$ cat src/rtl/serial_rx_pkg.sv
// Shared definitions for the serial link: receiver state encoding and
// the default link geometry used by both the serializer and deserializer.
package serial_rx_pkg;

    // Receiver FSM states.
    typedef enum logic [1:0] {
        IDLE  = 2'd0,
        START = 2'd1,
        DATA  = 2'd2,
        STOP  = 2'd3
    } rx_state_e;

    // Default link geometry, kept identical on both ends of the link.
    localparam int DEFAULT_CLKS_PER_BIT = 4;
    localparam int DEFAULT_DATA_WIDTH   = 8;

    // Counter width able to hold 0..n-1; never narrower than one bit.
    function automatic int cnt_width(input int n);
        return (n > 1) ? $clog2(n) : 1;
    endfunction

endpackage : serial_rx_pkg

$ cat src/rtl/serial_rx_bit_sync.sv
// Two-flop synchronizer for a single asynchronous input. The reset value
// is a parameter so idle-high lines do not look active coming out of reset.
module bit_sync #(
    parameter logic RESET_VAL = 1'b1
) (
    input  logic clk,
    input  logic rst_n,
    input  logic d_in,
    output logic q_out
);

    logic meta_q;
    logic sync_q;

    // Two-stage capture of the asynchronous input.
    always_ff @(posedge clk or negedge rst_n) begin
        if (!rst_n) begin
            meta_q <= RESET_VAL;
            sync_q <= RESET_VAL;
        end else begin
            meta_q <= d_in;
            sync_q <= meta_q;
        end
    end

    assign q_out = sync_q;

endmodule : bit_sync

$ cat src/rtl/serial_rx.sv
// Deserializer for the 8-bit serial link. Recovers start/data/stop frames
// (data LSB-first) from an idle-high line and presents each word on a
// one-entry valid/ready buffer, with one-cycle frame error and overrun pulses.
//
// state | meaning
// ------+-------------------------------------------------------------
// IDLE  | line idle, waiting for a low level on the synchronized line
// START | counting to the middle of the start bit to reject glitches
// DATA  | sampling DATA_WIDTH data bits at their centres, LSB first
// STOP  | sampling the stop bit, then delivering, dropping or flagging
module serial_rx
    import serial_rx_pkg::*;
#(
    parameter int CLKS_PER_BIT = DEFAULT_CLKS_PER_BIT,
    parameter int DATA_WIDTH   = DEFAULT_DATA_WIDTH
) (
    input  logic                  clk,
    input  logic                  rst_n,
    input  logic                  rx_in,
    output logic [DATA_WIDTH-1:0] data_out,
    output logic                  valid_out,
    input  logic                  ready_in,
    output logic                  frame_err,
    output logic                  overrun
);

    localparam int CNT_W = cnt_width(CLKS_PER_BIT);
    localparam int BIT_W = cnt_width(DATA_WIDTH);

    // Start bit is checked half a bit in; data and stop bits a full bit apart.
    localparam logic [CNT_W-1:0] HALF_LAST = CNT_W'(CLKS_PER_BIT / 2 - 1);
    localparam logic [CNT_W-1:0] BIT_LAST  = CNT_W'(CLKS_PER_BIT - 1);
    localparam logic [BIT_W-1:0] IDX_LAST  = BIT_W'(DATA_WIDTH - 1);

    logic                  rx_s;

    rx_state_e             state_q,     state_d;
    logic [CNT_W-1:0]      clk_cnt_q,   clk_cnt_d;
    logic [BIT_W-1:0]      bit_cnt_q,   bit_cnt_d;
    logic [DATA_WIDTH-1:0] shift_q,     shift_d;
    logic [DATA_WIDTH-1:0] data_q,      data_d;
    logic                  valid_q,     valid_d;
    logic                  frame_err_q, frame_err_d;
    logic                  overrun_q,   overrun_d;

    // The line is idle high, so the synchronizer resets to 1.
    bit_sync #(
        .RESET_VAL (1'b1)
    ) u_rx_sync (
        .clk   (clk),
        .rst_n (rst_n),
        .d_in  (rx_in),
        .q_out (rx_s)
    );

    // Next-state logic for the frame FSM and the output buffer.
    always_comb begin
        state_d     = state_q;
        clk_cnt_d   = clk_cnt_q;
        bit_cnt_d   = bit_cnt_q;
        shift_d     = shift_q;
        data_d      = data_q;
        valid_d     = valid_q;
        frame_err_d = 1'b0;
        overrun_d   = 1'b0;

        // Consumer pop; a word loaded in STOP below overrides this.
        if (valid_q && ready_in) begin
            valid_d = 1'b0;
        end

        case (state_q)
            IDLE: begin
                if (!rx_s) begin
                    state_d   = START;
                    clk_cnt_d = '0;
                end
            end

            START: begin
                if (clk_cnt_q == HALF_LAST) begin
                    if (rx_s) begin
                        // Line went back high before mid start bit: glitch.
                        state_d = IDLE;
                    end else begin
                        state_d   = DATA;
                        clk_cnt_d = '0;
                        bit_cnt_d = '0;
                    end
                end else begin
                    clk_cnt_d = clk_cnt_q + 1'b1;
                end
            end

            DATA: begin
                if (clk_cnt_q == BIT_LAST) begin
                    shift_d   = {rx_s, shift_q[DATA_WIDTH-1:1]};
                    clk_cnt_d = '0;
                    if (bit_cnt_q == IDX_LAST) begin
                        state_d = STOP;
                    end else begin
                        bit_cnt_d = bit_cnt_q + 1'b1;
                    end
                end else begin
                    clk_cnt_d = clk_cnt_q + 1'b1;
                end
            end

            STOP: begin
                if (clk_cnt_q == BIT_LAST) begin
                    state_d   = IDLE;
                    clk_cnt_d = '0;
                    if (!rx_s) begin
                        frame_err_d = 1'b1;
                    end else if (!valid_q || ready_in) begin
                        // Buffer empty or being drained on this same edge.
                        data_d  = shift_q;
                        valid_d = 1'b1;
                    end else begin
                        overrun_d = 1'b1;
                    end
                end else begin
                    clk_cnt_d = clk_cnt_q + 1'b1;
                end
            end

            default: begin
                state_d = IDLE;
            end
        endcase
    end

    // State, datapath and registered output flops.
    always_ff @(posedge clk or negedge rst_n) begin
        if (!rst_n) begin
            state_q     <= IDLE;
            clk_cnt_q   <= '0;
            bit_cnt_q   <= '0;
            shift_q     <= '0;
            data_q      <= '0;
            valid_q     <= 1'b0;
            frame_err_q <= 1'b0;
            overrun_q   <= 1'b0;
        end else begin
            state_q     <= state_d;
            clk_cnt_q   <= clk_cnt_d;
            bit_cnt_q   <= bit_cnt_d;
            shift_q     <= shift_d;
            data_q      <= data_d;
            valid_q     <= valid_d;
            frame_err_q <= frame_err_d;
            overrun_q   <= overrun_d;
        end
    end

    assign data_out  = data_q;
    assign valid_out = valid_q;
    assign frame_err = frame_err_q;
    assign overrun   = overrun_q;

endmodule : serial_rx

$ cat config.mk
export PLATFORM = sky130hd
export DESIGN_NAME = serial_rx
export DESIGN_NICKNAME = d
export VERILOG_FILES = /design/src/rtl/serial_rx_pkg.sv /design/src/rtl/serial_rx_bit_sync.sv /design/src/rtl/serial_rx.sv
export SDC_FILE = /design/constraint.sdc
export NUM_CORES = 1
export LEC_CHECK = 0
export CORE_AREA = 10 10 71 73
export DETAILED_ROUTE_END_ITERATION = 8
export DIE_AREA = 0 0 81 83
export PLACE_DENSITY = 0.57
export SLEW_MARGIN = 20
export SYNTH_ARGS = -nofsm -noshare
export SYNTH_HDL_FRONTEND = slang
export SYNTH_SLANG_ARGS = --single-unit
$ cat constraint.sdc
create_clock -name clk -period 1.9 [get_ports clk]
set_input_delay 0.57 -clock clk [delete_from_list [all_inputs] [get_ports clk]]
set_output_delay 0.57 -clock clk [all_outputs]
set_load 0.05 [all_outputs]
After elaboration in Yosys (flattened, before gate mapping)
Cells that the tools add are included.
- logic and storage cells: 63
- input bits: 4
- bits in registers: 28
- output and inout bits: 11
- add/sub/neg operators: 2
- reduce and logical (&&, ||, !) cells: 10
- equal/unequal tests: 13
- muxes and demuxes: 28
- operator list (cell ; count):
    2-bit two-way mux ; 9
    2-bit inequality test, second input constant ; 7
    1-bit two-way mux ; 12
    3-bit two-way mux ; 4
    5-bit AND reduction ; 2
    2-bit one-hot mux with 4 select lines ; 1
    2-bit equality test, second input constant ; 3
    2-bit one-hot mux with 3 select lines ; 1
    3-bit one-hot mux with 2 select lines ; 1
    2-bit by 1-bit equality test with 1-bit output, second input constant ; 2
    4-bit AND reduction ; 1
    3-bit by 1-bit adder with 3-bit output, second input constant ; 1
    3-bit equality test, second input constant ; 1
    2-bit by 1-bit adder with 2-bit output, second input constant ; 1
    2-bit logical NOT ; 1
    2-bit AND reduction ; 1
    2-bit nonzero test ; 1
    2-bit OR reduction ; 1
    1-bit logical AND ; 1
    1-bit logical NOT ; 1
    1-bit logical OR ; 1

Depth between registers and ports, before layout
Gate-level depths: netlist (run 1).
- word-level depth: 6
- depth in mapped cells: 5
- mapped depth without buffers: 5

By module
A second synthesis (run 1) with hierarchy kept.
- cells, all modules: 89
- area, all modules: 1209.9 sq um
- by module, submodules not included (module ; cells each ; seq. area each (sq um) ; area an instance (sq um) ; times used):
    serial_rx ; 87 ; 650.6 ; 1157.4 ; 1
    bit_sync ; 2 ; 52.6 ; 52.6 ; 1

Least setup slack after synthesis (run 1)
OpenSTA, ideal clock, no wires.
- path type: reg-to-reg
- start: register clk_cnt_q[0]
- end: register data_q[0] (netlist: data_out[0])
- required time: 1.775 ns
- path slack: 0.324 ns
- library setup time: 0.125 ns
- period minus slack after synthesis: 1.576 ns
- cell stages (with the launch flop): 6
- path buffers: 1
- arrival: 1.451 ns
- cells stage by stage: dfrtp_1 -> ha_1 -> nand4_2 -> nor2b_2 -> buf_6 -> mux2_2
- longest elaborated chain between the ends: 2
- ends and longest elaborated chain (what ; line ; text):
    start, declared ; serial_rx.sv:38 ; logic [CNT_W-1:0] clk_cnt_q, clk_cnt_d;
    start signal, assigned ; serial_rx.sv:146 ; clk_cnt_q <= clk_cnt_d;
    2-bit equality test ; serial_rx.sv:110 ; if (clk_cnt_q == BIT_LAST) begin
    4-bit AND reduction (no source line) ; - ;
    end signal, assigned ; serial_rx.sv:149 ; data_q <= data_d;
    end, declared ; serial_rx.sv:41 ; logic [DATA_WIDTH-1:0] data_q, data_d;
Every way passes these cells.
A chain may end at the register's enable or synchronous reset.

Worst setup path in the final report (run 1)
- start: input port ready_in
- end: register data_q[7] (netlist: data_out[7])
- longest elaborated chain between the ends: 2
- ends and longest elaborated chain (what ; line ; text):
    start, declared ; serial_rx.sv:22 ; input logic ready_in,
    1-bit logical OR ; serial_rx.sv:115 ; end else if (!valid_q || ready_in) begin
    4-bit AND reduction (no source line) ; - ;
Every way passes these cells.

==> results of run 1 <==
==> cells by family after synthesis <==
kind of cell               after synthesis
and+or+nand+nor                         20
adders and majority gates                5
AOI/OAI and AO/OA                        8
muxes                                   19
buffers and inverters                    8
DFF                                     28
==> state kept, by name, indices dropped and copies added, names as in the netlist, named ones only <==
signal / count
overrun: 1
bit_cnt_q: 3
clk_cnt_q: 2
u_rx_sync.meta_q: 1
frame_err: 1
shift_q: 8
data_out: 8
state_q: 1
valid_out: 1
u_rx_sync.q_out: 1
==> per-layer routing <==
layer  GRT usage (%)  wire, um  vias to the layer above
met5               0         0                        -
met2            9.51       901                       12
li1                -         -                      341
met3           0.754        72                        4
met4            5.16        66                        0
met1            7.00       906                      339
==> path summary, 6_finish.rpt <==
path | to | slack, ps
setup reg to reg | bit_cnt_q[0] | 330
min in group asynchronous | bit_cnt_q[1] | 660
setup / recovery | data_out[7] | 290
hold / removal | u_rx_sync.q_out | 360
max in group asynchronous | u_rx_sync.meta_q | 940
hold reg to reg | u_rx_sync.q_out | 360
==> cell type report <==
type,instances,area (sq um),area share [%]
clock inverters,1,30.0,2.02
inverters,5,18.8,1.26
repair buffers,18,155,10.4
multi-input cells,52,477,32.1
flip-flops and latches,28,703,47.3
well taps,48,60.1,4.04
clock buffers,3,41.3,2.78
==> power groups by stage <==
stage	combinational [W]	clock, W	sequential, W
2_1_floorplan	0.000382	0	0.000879
3_3_place_gp	0.000527	0	0.000854
3_5_place_dp	0.000541	0	0.000863
4_1_cts	0.000544	0.000482	0.000853
5_1_grt	0.000580	0.000501	0.000873
6_report	0.000533	0.000470	0.000851
==> metrics by stage <==
stage / cells / hold slack (ps)
after detailed placement: 151 / 347
after global routing: 155 / 370
after floorplan: 88 / 274
after CTS: 155 / 361
final: 155 / 360
after global placement: 151 / 347
==> placed cells by master (no fill, tap or decap), drive strengths merged <==
cell type,count
a21o,1
a21oi,3
a221oi,1
a311oi,1
a31oi,1
and2b,2
and4bb,1
buf,15
bufinv,1
clkbuf,3
clkdlybuf4s50,3
dfrtp,26
dfstp,2
ha,5
inv,5
mux2,17
mux2i,2
nand2,6
nand2b,1
nand4,1
nor2,4
nor2b,4
nor3b,1
o32ai,1
==> impl_metrics.ini, run 1 <==
[routing]
drt_first_iter_violations = 35
via_count = 696
first_pass_iters = 3
wire_per_inst_um = 12.6
drc_errors = 0
totalWireLength_um = 1950
remaining_antenna_violation_count_after_routing = 0
avgViaCountPerCell = 4.49

[finish]
filler_cell_count = 374
diode_insertion_count_for_antenna_repair = 0
design.final.nets = 117
layout.core_utilization_pct = 40.9
final_area_sq_um = 1490
drive_above_1_share_pct = 41.1
areaGrowthSynthToFinish_pct = 21.5

[yosys]
compound_gate_portion_of_the_synthesized_area_pct = 5.73
largest_family_of_logic_cells_by_synthesized_area = multiplexers
netlist.area_leader.share_pct = 53.2
synth.mux.area_fraction_pct = 17.6
synth_seq_area_share_pct = 57.5
synthesized_netlist_net_count = 97
cell_type_contributing_the_most_total_cell_area_after_synthesis = sky130_fd_sc_hd__dfrtp_1
arithmetic_cell_share_of_the_synthesized_area_counting_full_adders_half_adders_and_majority_gates_pct = 5.12
yosys-top-cells-area = sky130_fd_sc_hd__dfrtp_1, sky130_fd_sc_hd__mux2_2, sky130_fd_sc_hd__ha_1
asyncSetResetFlopFracSynth_pct = 100
synth-edff-count = 0
synth-simple-area-share_pct = 10.5
synthesis.yosys.warnings = 0
synth_cell_type_count = 27
postSynthRegisterBits = 28
postSynthAreaPerCell_sq_um = 13.9
post_synth_top_flop = sky130_fd_sc_hd__dfrtp_1
synth.cell_area_sq_um = 1220
synthMostInstantiatedCell = sky130_fd_sc_hd__dfrtp_1
synthTopCellsByCount = sky130_fd_sc_hd__dfrtp_1, sky130_fd_sc_hd__mux2_2, sky130_fd_sc_hd__ha_1, sky130_fd_sc_hd__inv_1, sky130_fd_sc_hd__nand2_1
synth_cells = 88
yosys.area_share.xor_xnor_pct = 0

[clocking]
cts_buffers = 3
cts.path.max_buffers = 2
clkLatencyLatePin_ps = 280
cts_setup_buffers = 0
clkSinkCount = 28
post_cts_resize_count = 0
clkTransAtPathRegs_ps = 90
cts_hold_buf = 0
clk_root_buffer_cell = sky130_fd_sc_hd__clkbuf_8
cts.htree.levels = 1
tritoncts = yes

[worst_setup_path]
crit_path_top_delay_cell = sky130_fd_sc_hd__clkdlybuf4s50_1
timing.critical_path.arrival_ps = 1780
cp_max_fo = 8
criticalPathCategory = primary input to flop
path_buf_inv = 2
r2r-start = clk_cnt_q[0]
worst-path-stages = 5
cpLargestDelayFamily = buffers and inverters
worst_ep_required_time_ps = 2070
worstSetupEndpointType = flop
rr_worst_depth = 4
critical_path.max_stage_delay_ps = 450
cp_cell_sequence = clkdlybuf4s50_1 -> nand2b_1 -> nor2b_2 -> buf_12 -> mux2_2
critical_path.startpoint = ready_in
critPathLaunchType = primary input

[floorplanning]
ios = 15
initial_standard_cell_utilization_of_the_core_pct = 33.6
floorplan.rows = 22
core_sq_um = 3630
x_dimension_of_the_die_um = 81
die_height_um = 83
die_area_sq_um = 6720

[pwr]
power_per_cell_area_nw_per_um2 = 1250
power.leakage_nw = 0.758
seqPwrFrac_pct = 45.9
p_int_w = 0.00125
pwr-share-comb_pct = 28.8
power.ir.vdd_worst_v = 0.000433
power.switching_fraction_pct = 32.5
power_frac_clock_pct = 25.3
power_consumption_w = 0.00185
net-switching-power_w = 0.000602

[timing]
period_share_pct = 85.0
worst_slack_ps = 286
setup_viol = 0
rsz0062_at_grt = false
skew_ps = 3.55
slew_headroom_pct = 76.5
setup_total_negative_slack_ps = 0
hold_violations = 0
achievable_clock_frequency_mhz = 619
slew_viol_final = 0
timing_worst_slew_pin_value_ps = 352
post-route-min-period_ps = 1610

[hold_path]
launch_point_of_the_worst_hold_path = u_rx_sync.meta_q
hold_depth = 0
holdCritPathClass = flop to flop

[global_route]
grt_max_degree = 29
number_of_antenna_violations_at_the_first_check_in_global_routing = 0
grt_pass1_wl_um = 3330
grtUsageTotal_pct = 6.07
grt_pass1_vias = 738
gr-total-overflow = 0

[placement]
io_buffers = 14
place_area_sq_um = 1410
gpl.final_weighted_congestion = 0.649
hpwl_um = 1400
pre_cts_ws_ps = -21.6

[status]
outcome = completed

[job]
maxCapViolCount = 0
Power figures use the tool's default switching activity.
==> inputs of run 2 (changes only) <==
Clock period 1.9 ns to 1.49 ns, I/O delays scaled along.
==> impl_metrics.ini, run 2 (synthesized netlist as in run 1, its figures left out) <==
[status]
outcome = completed

[global_route]
grt_pass1_vias = 777
grt_pass1_wl_um = 3750
number_of_antenna_violations_at_the_first_check_in_global_routing = 0
grt_max_degree = 29
grtUsageTotal_pct = 6.71
gr-total-overflow = 0

[worst_setup_path]
critical_path.max_stage_delay_ps = 420
path_buf_inv = 0
timing.critical_path.arrival_ps = 1640
worstSetupEndpointType = flop
critPathLaunchType = flop
setup.reg_to_reg.worst_slack_ps = 10
cp_max_fo = 3
worst_ep_required_time_ps = 1650
criticalPathCategory = flop to flop
crit_path_top_delay_cell = sky130_fd_sc_hd__dfrtp_1
cp_cell_sequence = ha_2 -> and4bb_2 -> a31oi_4 -> mux2_4
cpLargestDelayFamily = flip-flops

[finish]
leading_cell_types_in_the_layout_fill_and_taps_excluded = sky130_fd_sc_hd__dfrtp_1, sky130_fd_sc_hd__mux2_2, sky130_fd_sc_hd__buf_12
areaGrowthSynthToFinish_pct = 37.5
total_area_of_multi_input_combinational_cells_sq_um = 494
design.final.nets = 124
final_common_cell = sky130_fd_sc_hd__dfrtp_1
seqCellArea_sq_um = 703
filler_cell_count = 339
diode_insertion_count_for_antenna_repair = 0
drive_above_1_share_pct = 47.4
stdcell_count = 162
final_area_sq_um = 1680

[clocking]
cts.path.max_buffers = 2
clkSinkCount = 28
tritoncts = yes
cts.htree.levels = 1
clkTransAtPathRegs_ps = 90
cts_hold_buf = 0
cts_buffers = 3
clkLatencyLatePin_ps = 270
clk_root_buffer_cell = sky130_fd_sc_hd__clkbuf_8
cts_setup_buffers = 0

[pwr]
power_frac_clock_pct = 19.1
pwr-share-comb_pct = 36.8
net-switching-power_w = 0.000809
power.leakage_nw = 0.828
seqPwrFrac_pct = 44.1
p_int_w = 0.00164
power.switching_fraction_pct = 33.0
power.ir.vdd_worst_v = 0.000386
power_per_cell_area_nw_per_um2 = 1460

[placement]
gpl.final_weighted_congestion = 0.706
place_area_sq_um = 1610
io_buffers = 14
hpwl_um = 1570
dp_cells = 158

[routing]
via_count = 733
totalWireLength_um = 2080
remaining_antenna_violation_count_after_routing = 0
first_pass_iters = 4
wire_per_inst_um = 12.9
avgViaCountPerCell = 4.52
drt_first_iter_violations = 52
drc_errors = 0

[floorplanning]
die_height_um = 83
x_dimension_of_the_die_um = 81
ios = 15
die_area_sq_um = 6720
core_sq_um = 3630
initial_standard_cell_utilization_of_the_core_pct = 33.6
floorplan.rows = 22

[job]
maxCapViolCount = 0

[timing]
period_share_pct = 99.1
post-route-min-period_ps = 1480
timing_worst_slew_pin_value_ps = 313
setup_viol = 0
rsz0062_at_grt = true
achievable_clock_frequency_mhz = 677
hold_violations = 0
slew_headroom_pct = 79.1
setup_total_negative_slack_ps = 0
skew_ps = 3.01
slew_viol_final = 0

[hold_path]
holdCritPathClass = flop to flop
-- run 2: cell count changes in the layout (fill, tap and decap cells not counted), sizes merged --
cell,before,now
buf,15,22
bufinv,1,0
clkbuf,3,4
-- run 2: what timing repair did --
item / CTS / global route
endpoints found under the hold margin: 0 / 0
gates resized for setup: 4 / 0
pin swaps: 0 / 1
setup endpoints to repair: 9 / 10
-- run 2: final timing paths --
check,from,to,cells after the start
setup reg to reg,clk_cnt_q[0],bit_cnt_q[0],4
setup / recovery,clk_cnt_q[0],bit_cnt_q[0],4
min in group asynchronous,rst_n,bit_cnt_q[2],2
hold reg to reg,u_rx_sync.meta_q,u_rx_sync.q_out,0
hold / removal,u_rx_sync.meta_q,u_rx_sync.q_out,0
max in group asynchronous,rst_n,u_rx_sync.meta_q,2
-- run 2: routing by layer --
metal	share of wire, %	track usage, %	vias to the layer above
met5	0	0	-
met4	1.8	3.76	0
met3	3.3	1.51	2
met2	48	9.65	10
met1	47	8.89	367
li1	-	-	354
-- run 2: through the flow --
| step | utilization, % | total power, W | worst slack (ps) | hold slack, ps |
|---|---|---|---|---|
| finish | 46.2 | 0.00245 | 13.3 | 364 |
| global route | 46.2 | 0.00260 | -66.5 | 365 |
| CTS | 46.2 | 0.00248 | 6.65 | 370 |
| detailed placement | 44.2 | 0.00199 | -301 | 353 |
| global placement | 44.2 | 0.00195 | -291 | 347 |
| floorplan | - | 0.00161 | -14.2 | 151 |
-- run 2: area by class of cell --
class | instances | share of cell area (%)
Clock buffer | 4 | 3.28
Inverter | 5 | 1.12
Sequential cell | 28 | 41.8
Timing Repair Buffer | 25 | 20.8
Multi-Input combinational cell | 52 | 29.4
Tap cell | 48 | 3.57
-- run 2: worst register-to-register path, cell delays in order, from the launching register on --
cell	delay, ps
sky130_fd_sc_hd__dfrtp_1	420
sky130_fd_sc_hd__ha_2	210
sky130_fd_sc_hd__and4bb_2	250
sky130_fd_sc_hd__a31oi_4	180
sky130_fd_sc_hd__mux2_4	320
-- run 2: power groups by stage --
stage	registers, W	clock network [W]	logic, W
6_report	0.00108	0.000467	0.000901
5_1_grt	0.00111	0.000515	0.000978
4_1_cts	0.00108	0.000486	0.000917
3_5_place_dp	0.00109	0	0.000899
3_3_place_gp	0.00108	0	0.000867
2_1_floorplan	0.00112	0	0.000491
==> inputs of run 3 (changes only) <==
Clock period 1.49 ns to 1.9 ns, I/O delays scaled along.
==> results of run 3 <==
Final layout, timing and power as in run 1 (identical DEF).
